<file path="src/rtl/vreg_log_pkg.sv">
// Shared definitions for the value-change logger: default sizing and the
// layout of a queued change record.
package vreg_log_pkg;

  localparam int DEF_WIDTH     = 56;
  localparam int DEF_DEPTH     = 8;
  localparam int DEF_TS_WIDTH  = 32;
  localparam int DEF_OVF_WIDTH = 8;

  // Record layout at default sizing, MSB first: {first, ts, value}.
  typedef struct packed {
    logic                    first;
    logic [DEF_TS_WIDTH-1:0] ts;
    logic [DEF_WIDTH-1:0]    value;
  } vreg_rec_t;

  // Packed width of a record for arbitrary value/timestamp widths.
  function automatic int rec_width(input int value_w, input int ts_w);
    return 1 + ts_w + value_w;
  endfunction

endpackage

</file>
<file path="src/rtl/vreg_change_logger_if.sv">
// Read port of the change logger: head record plus valid/ready handshake.
interface vreg_change_logger_if
  import vreg_log_pkg::*;
#(
  parameter int WIDTH    = DEF_WIDTH,
  parameter int TS_WIDTH = DEF_TS_WIDTH
) ();

  logic                out_valid;
  logic                out_ready;
  logic [WIDTH-1:0]    out_value;
  logic [TS_WIDTH-1:0] out_time;
  logic                out_first;

  modport master (
    output out_valid, out_value, out_time, out_first,
    input  out_ready
  );

  modport slave (
    input  out_valid, out_value, out_time, out_first,
    output out_ready
  );

endinterface

</file>
<file path="src/rtl/vreg_log_fifo.sv">
// Synchronous FIFO with a registered head. The head register is refreshed
// whenever the FIFO stays non-empty and simply holds once it drains, so the
// consumer sees the last popped record rather than a stale slot.
module vreg_log_fifo
  import vreg_log_pkg::*;
#(
  parameter int DATA_W = rec_width(DEF_WIDTH, DEF_TS_WIDTH),
  parameter int DEPTH  = DEF_DEPTH
) (
  input  logic                       clk,
  input  logic                       reset_n,
  input  logic                       clear,
  input  logic                       push,
  input  logic                       pop,
  input  logic [DATA_W-1:0]          din,
  output logic [DATA_W-1:0]          dout,
  output logic                       full,
  output logic                       empty,
  output logic [$clog2(DEPTH+1)-1:0] level
);

  localparam int AW = $clog2(DEPTH);
  localparam int LW = $clog2(DEPTH+1);

  logic [DATA_W-1:0] mem [DEPTH];
  logic [AW-1:0]     wr_ptr;
  logic [AW-1:0]     rd_ptr;
  logic [LW-1:0]     cnt;
  logic              pop_ok;
  logic              push_ok;
  logic [AW-1:0]     nxt_rd;
  logic [LW-1:0]     nxt_cnt;

  assign empty = (cnt == '0);
  assign full  = (cnt == LW'(DEPTH));
  assign level = cnt;

  // Qualify requests: clear wins, a full FIFO accepts a push only alongside a pop.
  always_comb begin
    pop_ok  = pop && !empty && !clear;
    push_ok = push && !clear && (!full || pop_ok);
    nxt_rd  = rd_ptr + AW'(pop_ok);
    nxt_cnt = cnt + LW'(push_ok) - LW'(pop_ok);
  end

  // Storage array; no reset needed since only occupied slots are ever read.
  always_ff @(posedge clk) begin
    if (push_ok) mem[wr_ptr] <= din;
  end

  // Pointers and occupancy.
  always_ff @(posedge clk or negedge reset_n) begin
    if (!reset_n) begin
      wr_ptr <= '0;
      rd_ptr <= '0;
      cnt    <= '0;
    end else if (clear) begin
      wr_ptr <= '0;
      rd_ptr <= '0;
      cnt    <= '0;
    end else begin
      wr_ptr <= wr_ptr + AW'(push_ok);
      rd_ptr <= nxt_rd;
      cnt    <= nxt_cnt;
    end
  end

  // Head register: bypass din when the write lands in the new head slot.
  always_ff @(posedge clk or negedge reset_n) begin
    if (!reset_n) begin
      dout <= '0;
    end else if (!clear && nxt_cnt != '0) begin
      dout <= (push_ok && wr_ptr == nxt_rd) ? din : mem[nxt_rd];
    end
  end

endmodule

</file>
<file path="src/rtl/vreg_change_logger.sv">
// Watches one register, queues {first, timestamp, value} for every change
// (plus a baseline after reset/clear) and counts records lost to a full queue.
module vreg_change_logger
  import vreg_log_pkg::*;
#(
  parameter int WIDTH     = DEF_WIDTH,
  parameter int DEPTH     = DEF_DEPTH,
  parameter int TS_WIDTH  = DEF_TS_WIDTH,
  parameter int OVF_WIDTH = DEF_OVF_WIDTH
) (
  input  logic                       clk,
  input  logic                       reset_n,
  input  logic                       enable,
  input  logic                       clear,
  input  logic [WIDTH-1:0]           watched,
  vreg_change_logger_if.master       rd,
  output logic [$clog2(DEPTH+1)-1:0] level,
  output logic                       overflow,
  output logic [OVF_WIDTH-1:0]       overflow_count
);

  localparam int REC_W = rec_width(WIDTH, TS_WIDTH);

  logic [TS_WIDTH-1:0]  ts;
  logic [WIDTH-1:0]     prev;
  logic                 baseline_pending;
  logic                 evt;
  logic                 push;
  logic                 pop;
  logic                 drop;
  logic                 fifo_full;
  logic                 fifo_empty;
  logic [REC_W-1:0]     rec_in;
  logic [REC_W-1:0]     rec_out;

  // Change detection; case inequality so X/Z transitions are reported too.
  always_comb begin
    evt    = enable && (baseline_pending || (watched !== prev));
    push   = evt && !clear;
    pop    = rd.out_valid && rd.out_ready && !clear;
    drop   = push && fifo_full && !pop;
    rec_in = {baseline_pending, ts, watched};
  end

  // Timestamp, previous sample and baseline flag advance only while enabled.
  always_ff @(posedge clk or negedge reset_n) begin
    if (!reset_n) begin
      ts               <= '0;
      prev             <= '0;
      baseline_pending <= 1'b1;
    end else begin
      if (enable) begin
        ts   <= ts + 1'b1;
        prev <= watched;
      end
      if (clear)       baseline_pending <= 1'b1;
      else if (enable) baseline_pending <= 1'b0;
    end
  end

  // Sticky overflow flag and saturating drop counter.
  always_ff @(posedge clk or negedge reset_n) begin
    if (!reset_n) begin
      overflow       <= 1'b0;
      overflow_count <= '0;
    end else if (clear) begin
      overflow       <= 1'b0;
      overflow_count <= '0;
    end else if (drop) begin
      overflow <= 1'b1;
      if (overflow_count != {OVF_WIDTH{1'b1}}) overflow_count <= overflow_count + 1'b1;
    end
  end

  vreg_log_fifo #(
    .DATA_W (REC_W),
    .DEPTH  (DEPTH)
  ) u_fifo (
    .clk     (clk),
    .reset_n (reset_n),
    .clear   (clear),
    .push    (push),
    .pop     (pop),
    .din     (rec_in),
    .dout    (rec_out),
    .full    (fifo_full),
    .empty   (fifo_empty),
    .level   (level)
  );

  assign rd.out_valid = !fifo_empty;
  assign rd.out_first = rec_out[REC_W-1];
  assign rd.out_time  = rec_out[WIDTH +: TS_WIDTH];
  assign rd.out_value = rec_out[WIDTH-1:0];

endmodule

</file>
<file path="src/flat_wrapper.sv">
// flat-port wrapper written by rule: the top's interface ports become plain ports
module vreg_change_logger_flat import vreg_log_pkg::*;
#(
  parameter int WIDTH     = DEF_WIDTH,
  parameter int DEPTH     = DEF_DEPTH,
  parameter int TS_WIDTH  = DEF_TS_WIDTH,
  parameter int OVF_WIDTH = DEF_OVF_WIDTH
)
  (clk, reset_n, enable, clear, watched, level, overflow, overflow_count, rd_out_valid, rd_out_value, rd_out_time, rd_out_first, rd_out_ready);
  vreg_change_logger_if #(.WIDTH(WIDTH), .TS_WIDTH(TS_WIDTH)) rd_i ();
  input  logic clk;
  input  logic reset_n;
  input  logic enable;
  input  logic clear;
  input  logic [WIDTH-1:0] watched;
  output logic [$clog2(DEPTH+1)-1:0] level;
  output logic overflow;
  output logic [OVF_WIDTH-1:0] overflow_count;
  output wire logic [$bits(rd_i.out_valid)-1:0] rd_out_valid;
  output wire logic [$bits(rd_i.out_value)-1:0] rd_out_value;
  output wire logic [$bits(rd_i.out_time)-1:0] rd_out_time;
  output wire logic [$bits(rd_i.out_first)-1:0] rd_out_first;
  input wire logic [$bits(rd_i.out_ready)-1:0] rd_out_ready;
  assign rd_out_valid = rd_i.out_valid;
  assign rd_out_value = rd_i.out_value;
  assign rd_out_time = rd_i.out_time;
  assign rd_out_first = rd_i.out_first;
  assign rd_i.out_ready = rd_out_ready;
  vreg_change_logger #(.WIDTH(WIDTH), .DEPTH(DEPTH), .TS_WIDTH(TS_WIDTH), .OVF_WIDTH(OVF_WIDTH)) u_core (.clk(clk), .reset_n(reset_n), .enable(enable), .clear(clear), .watched(watched), .rd(rd_i), .level(level), .overflow(overflow), .overflow_count(overflow_count));
endmodule
</file>
<file path="config.mk">
export PLATFORM = sky130hd
export DESIGN_NAME = vreg_change_logger_flat
export DESIGN_NICKNAME = d
export VERILOG_FILES = /design/src/rtl/vreg_log_pkg.sv /design/src/rtl/vreg_change_logger_if.sv /design/src/rtl/vreg_log_fifo.sv /design/src/rtl/vreg_change_logger.sv /design/src/flat_wrapper.sv
export SDC_FILE = /design/constraint.sdc
export NUM_CORES = 1
export LEC_CHECK = 0
export ABC_AREA = 1
export CORE_ASPECT_RATIO = 0.9
export CORE_MARGIN = 2
export CORE_UTILIZATION = 50
export CTS_CLUSTER_SIZE = 28
export DETAILED_ROUTE_END_ITERATION = 6
export PLACE_DENSITY = 0.68
export SYNTH_ARGS = -nofsm -noshare
export SYNTH_HDL_FRONTEND = slang
export SYNTH_HIERARCHICAL = 1
export SYNTH_SLANG_ARGS = --single-unit
</file>
<file path="constraint.sdc">
create_clock -name clk -period 8.1 [get_ports clk]
set_clock_uncertainty 0.1 [all_clocks]
set_input_delay 2.025 -clock clk [delete_from_list [all_inputs] [get_ports clk]]
set_output_delay 2.025 -clock clk [all_outputs]
set_load 0.01 [all_outputs]
</file>
==> impl_results.md <==
- Post-cts repair resize count: 0
- Routability Congestion: 0.802
- # DRC: 0
- Antenna violations before repair: 4
- Maximum clock rate: 147 MHz
- Worst path most repeated cell: nand2_1
- Ys Warns: 6
- Worst Path Class, Setup: input pin to flip-flop
- CP max stage cell: clkinv_2
- RSZ-0062 raised after global routing: false
- Worst Tran Pin Value: 1160 ps
- Setup TNS: 0 ps
- Worst reg2reg path depth: 19
- Post-CTS Setup Bufs: 0
- Starting Density: 0.504
- I/O Buffers: 163
- Largest net degree at the start of global routing: 199
- Vias per cell: 5.26
- CTS hold repair buffers: 0
- Worst Hold Depth: 2
- Share of cells above drive strength 1: 0.0584
- CTS tree: built
- Pwr Total: 11.9 mW
- Mean Syn Cell Area: 9.76 µm²
- Worst-Skew Late Latency: 650 ps
- Core area: 77700 µm²
- Total number of vias: 27624
- Die width: 299 µm
- Die Ht: 269 µm
- Most frequent cells in the layout: 2057 x nand2_1, 712 x edfxtp_1, 382 x nand3_1, 222 x inv_1, 196 x dfrtp_1
- Layout Nets: 4207
- Total CTS buffers: 92
- Part of the cycle the worst path needs: 0.838
- Crit-path cells: clkdlybuf4s50_1 > xor2_1 > nor2_1 > nand3_1 > nor2_1 > nand2_1 > nand2_1 > nor2_1 > nand2_1 > nand2_1 > nand2_1 > ha_1 > fa_1 > xor2_1 > o21ai_1 > nand2_4 > clkinv_2 > buf_4 > nand2_1 > nand2_1
- Leakage: 19.0 nW
- Max Buffers Root-to-Sink: 3
- First-pass GRT wire length: 155000 µm
- Final hold viol count: 0
- Critical path peak fanout: 39
- Clk root buf: clkbuf_16
- CP max stage delay: 750 ps
- Grt total ovfl: 0
- Maximum vdd drop: 0.000226 V
- Drt total wl: 99900 µm
- Drt pass-1 iters: 5
- Die area: 80600 µm²
- Slew Viols, Final: 0
- Post-DP HPWL: 53700 µm
- CP arrival: 7210 ps
- Max Cap Viol: 0
- Post-synthesis sequential area ratio: 0.672
- Outcome: finished clean
- Cell area power density: 265 nW/µm²
- Syn Nets: 4084
- CTS H-tree depth: 3
- Overall Global Routing Usage: 0.249
- Site Rows: 97
- Min cycle time layout: 6790 ps
- Number of clock sinks: 909
- Worst hold path class: flip-flop to flip-flop
- Syn Std Cell Area: 39200 µm²
- Rel. slew slack: 0.226
- Clock transition at path regs: 60 ps
- Post-Syn Instances: 4011
- Vias in the first global route: 26482
- Top-Level Pins: 164
- P&R area growth vs syn: 14.7%
- Drt wl/cell: 19.0 µm
- Critical Path RT: 8520 ps
- First DRT Iteration DRCs: 2714
- Commonest non-fill, non-tap cell in the layout: nand2_1
- Synth Register Bits: 909
- Worst Setup End Kind: flip-flop
- DRT antenna net count: 0
- Final setup viols: 0
- Yosys cell types: 39
- Startpoint types: input pin
==> power by group <==
part	leakage [nW]	switching, mW	internal [mW]
Sequential	8.60	0.273	5.39
Clock	1.44	1.74	2.37
Combinational	9.02	1.32	0.835
==> area by class of cell <==
class	count	area [µm²]
antenna	2	5.00
clock inverter	44	345
sequential	909	26300
multi-input combinational	2676	11300
clock buffer	127	2570
tap	1039	1300
timing repair buffer	227	2260
fill	6540	32700
inverter	228	867
==> logic make-up (layout without fill, tap and decap cells) <==
logic type	after synthesis	after routing	share of synthesized area
AO/OA/AOI/OAI	67	67	0.00875
XOR/XNOR	44	44	0.00984
adder cells (fa/ha/maj)	12	12	0.00403
buffers and inverters	426	626	0.0436
flip-flops	909	909	0.672
other	0	2	0
AND/OR/NAND/NOR	2553	2553	0.262
==> synthesized netlist by cell type, drive strengths merged <==
cell	number	area, µm²
nand2	2065	7770
edfxtp	712	21400
nand3	385	1940
inv	228	856
dfrtp	196	4900
buf	104	498
clkbuf	94	353
nor2	77	342
o21ai	62	310
xor2	24	210
xnor2	20	175
ha	11	138
nor3	10	66.3
nand4	8	77.6
a21oi	3	18.8
nand3b	2	15.0
nor4	2	18.8
or2	2	12.5
a31oi	1	6.26
and3	1	6.26
dfstp	1	26.3
fa	1	20.0
nor3b	1	7.51
o21a	1	7.51
==> worst paths after layout <==
path                                        startpoint                     end  slack [ps]
worst max-delay path                       watched[23]  u_core/u_fifo/dout[32]        1310
worst min-delay path            u_core/u_fifo/dout[81]  u_core/u_fifo/dout[81]         380
worst max register to register         u_core/prev[23]  u_core/u_fifo/dout[32]        3070
worst min register to register  u_core/u_fifo/dout[81]  u_core/u_fifo/dout[81]         380
max in group asynchronous                      reset_n  u_core/u_fifo/dout[18]        5420
min in group asynchronous                      reset_n  u_core/u_fifo/dout[70]        1220
==> sequential cells by signal, summed over array words and instances, names as in the netlist <==
| register | flops |
|---|---|
| u_core/u_fifo/mem | 712 |
| u_core/u_fifo/dout | 89 |
| u_core/prev | 56 |
| u_core/ts | 32 |
| u_core/overflow_count | 8 |
| u_core/u_fifo/level | 4 |
| u_core/u_fifo/rd_ptr | 3 |
| u_core/u_fifo/wr_ptr | 3 |
| u_core/baseline_pending | 1 |
| u_core/overflow | 1 |
==> critical path: cells and delay by family <==
family / cells / cell delay, ps
AOI/OAI and AO/OA: 1 / 120
buffers and inverters: 3 / 1980
adders and majority gates: 2 / 640
xor gates and xnor gates: 2 / 580
and+or+nand+nor: 12 / 1790
==> metrics by stage <==
| step | worst slack, ps | cell area [µm²] | hold slack (ps) | utilization | std cells |
|---|---|---|---|---|---|
| 4_1_cts | 1440 | 44900 | 381 | 0.578 | 5250 |
| 3_3_place_gp | 906 | 42000 | 365 | 0.541 | 5079 |
| 5_1_grt | 1080 | 44900 | 393 | 0.578 | 5251 |
| 2_1_floorplan | 470 | 39200 | 361 | - | 4011 |
| 6_report | 1310 | 44900 | 376 | 0.578 | 5252 |
| 3_5_place_dp | 790 | 42000 | 366 | 0.541 | 5079 |
==> routing by layer <==
| metal | track usage | vias up | part of all wire |
|---|---|---|---|
| li1 | - | 13220 | - |
| met5 | 0 | - | 0.00029 |
| met1 | 0.362 | 13152 | 0.44 |
| met3 | 0.0404 | 161 | 0.079 |
| met4 | 0.0709 | 4 | 0.023 |
| met2 | 0.390 | 1087 | 0.46 |
No activity file was read; power rests on OpenSTA's default activity.
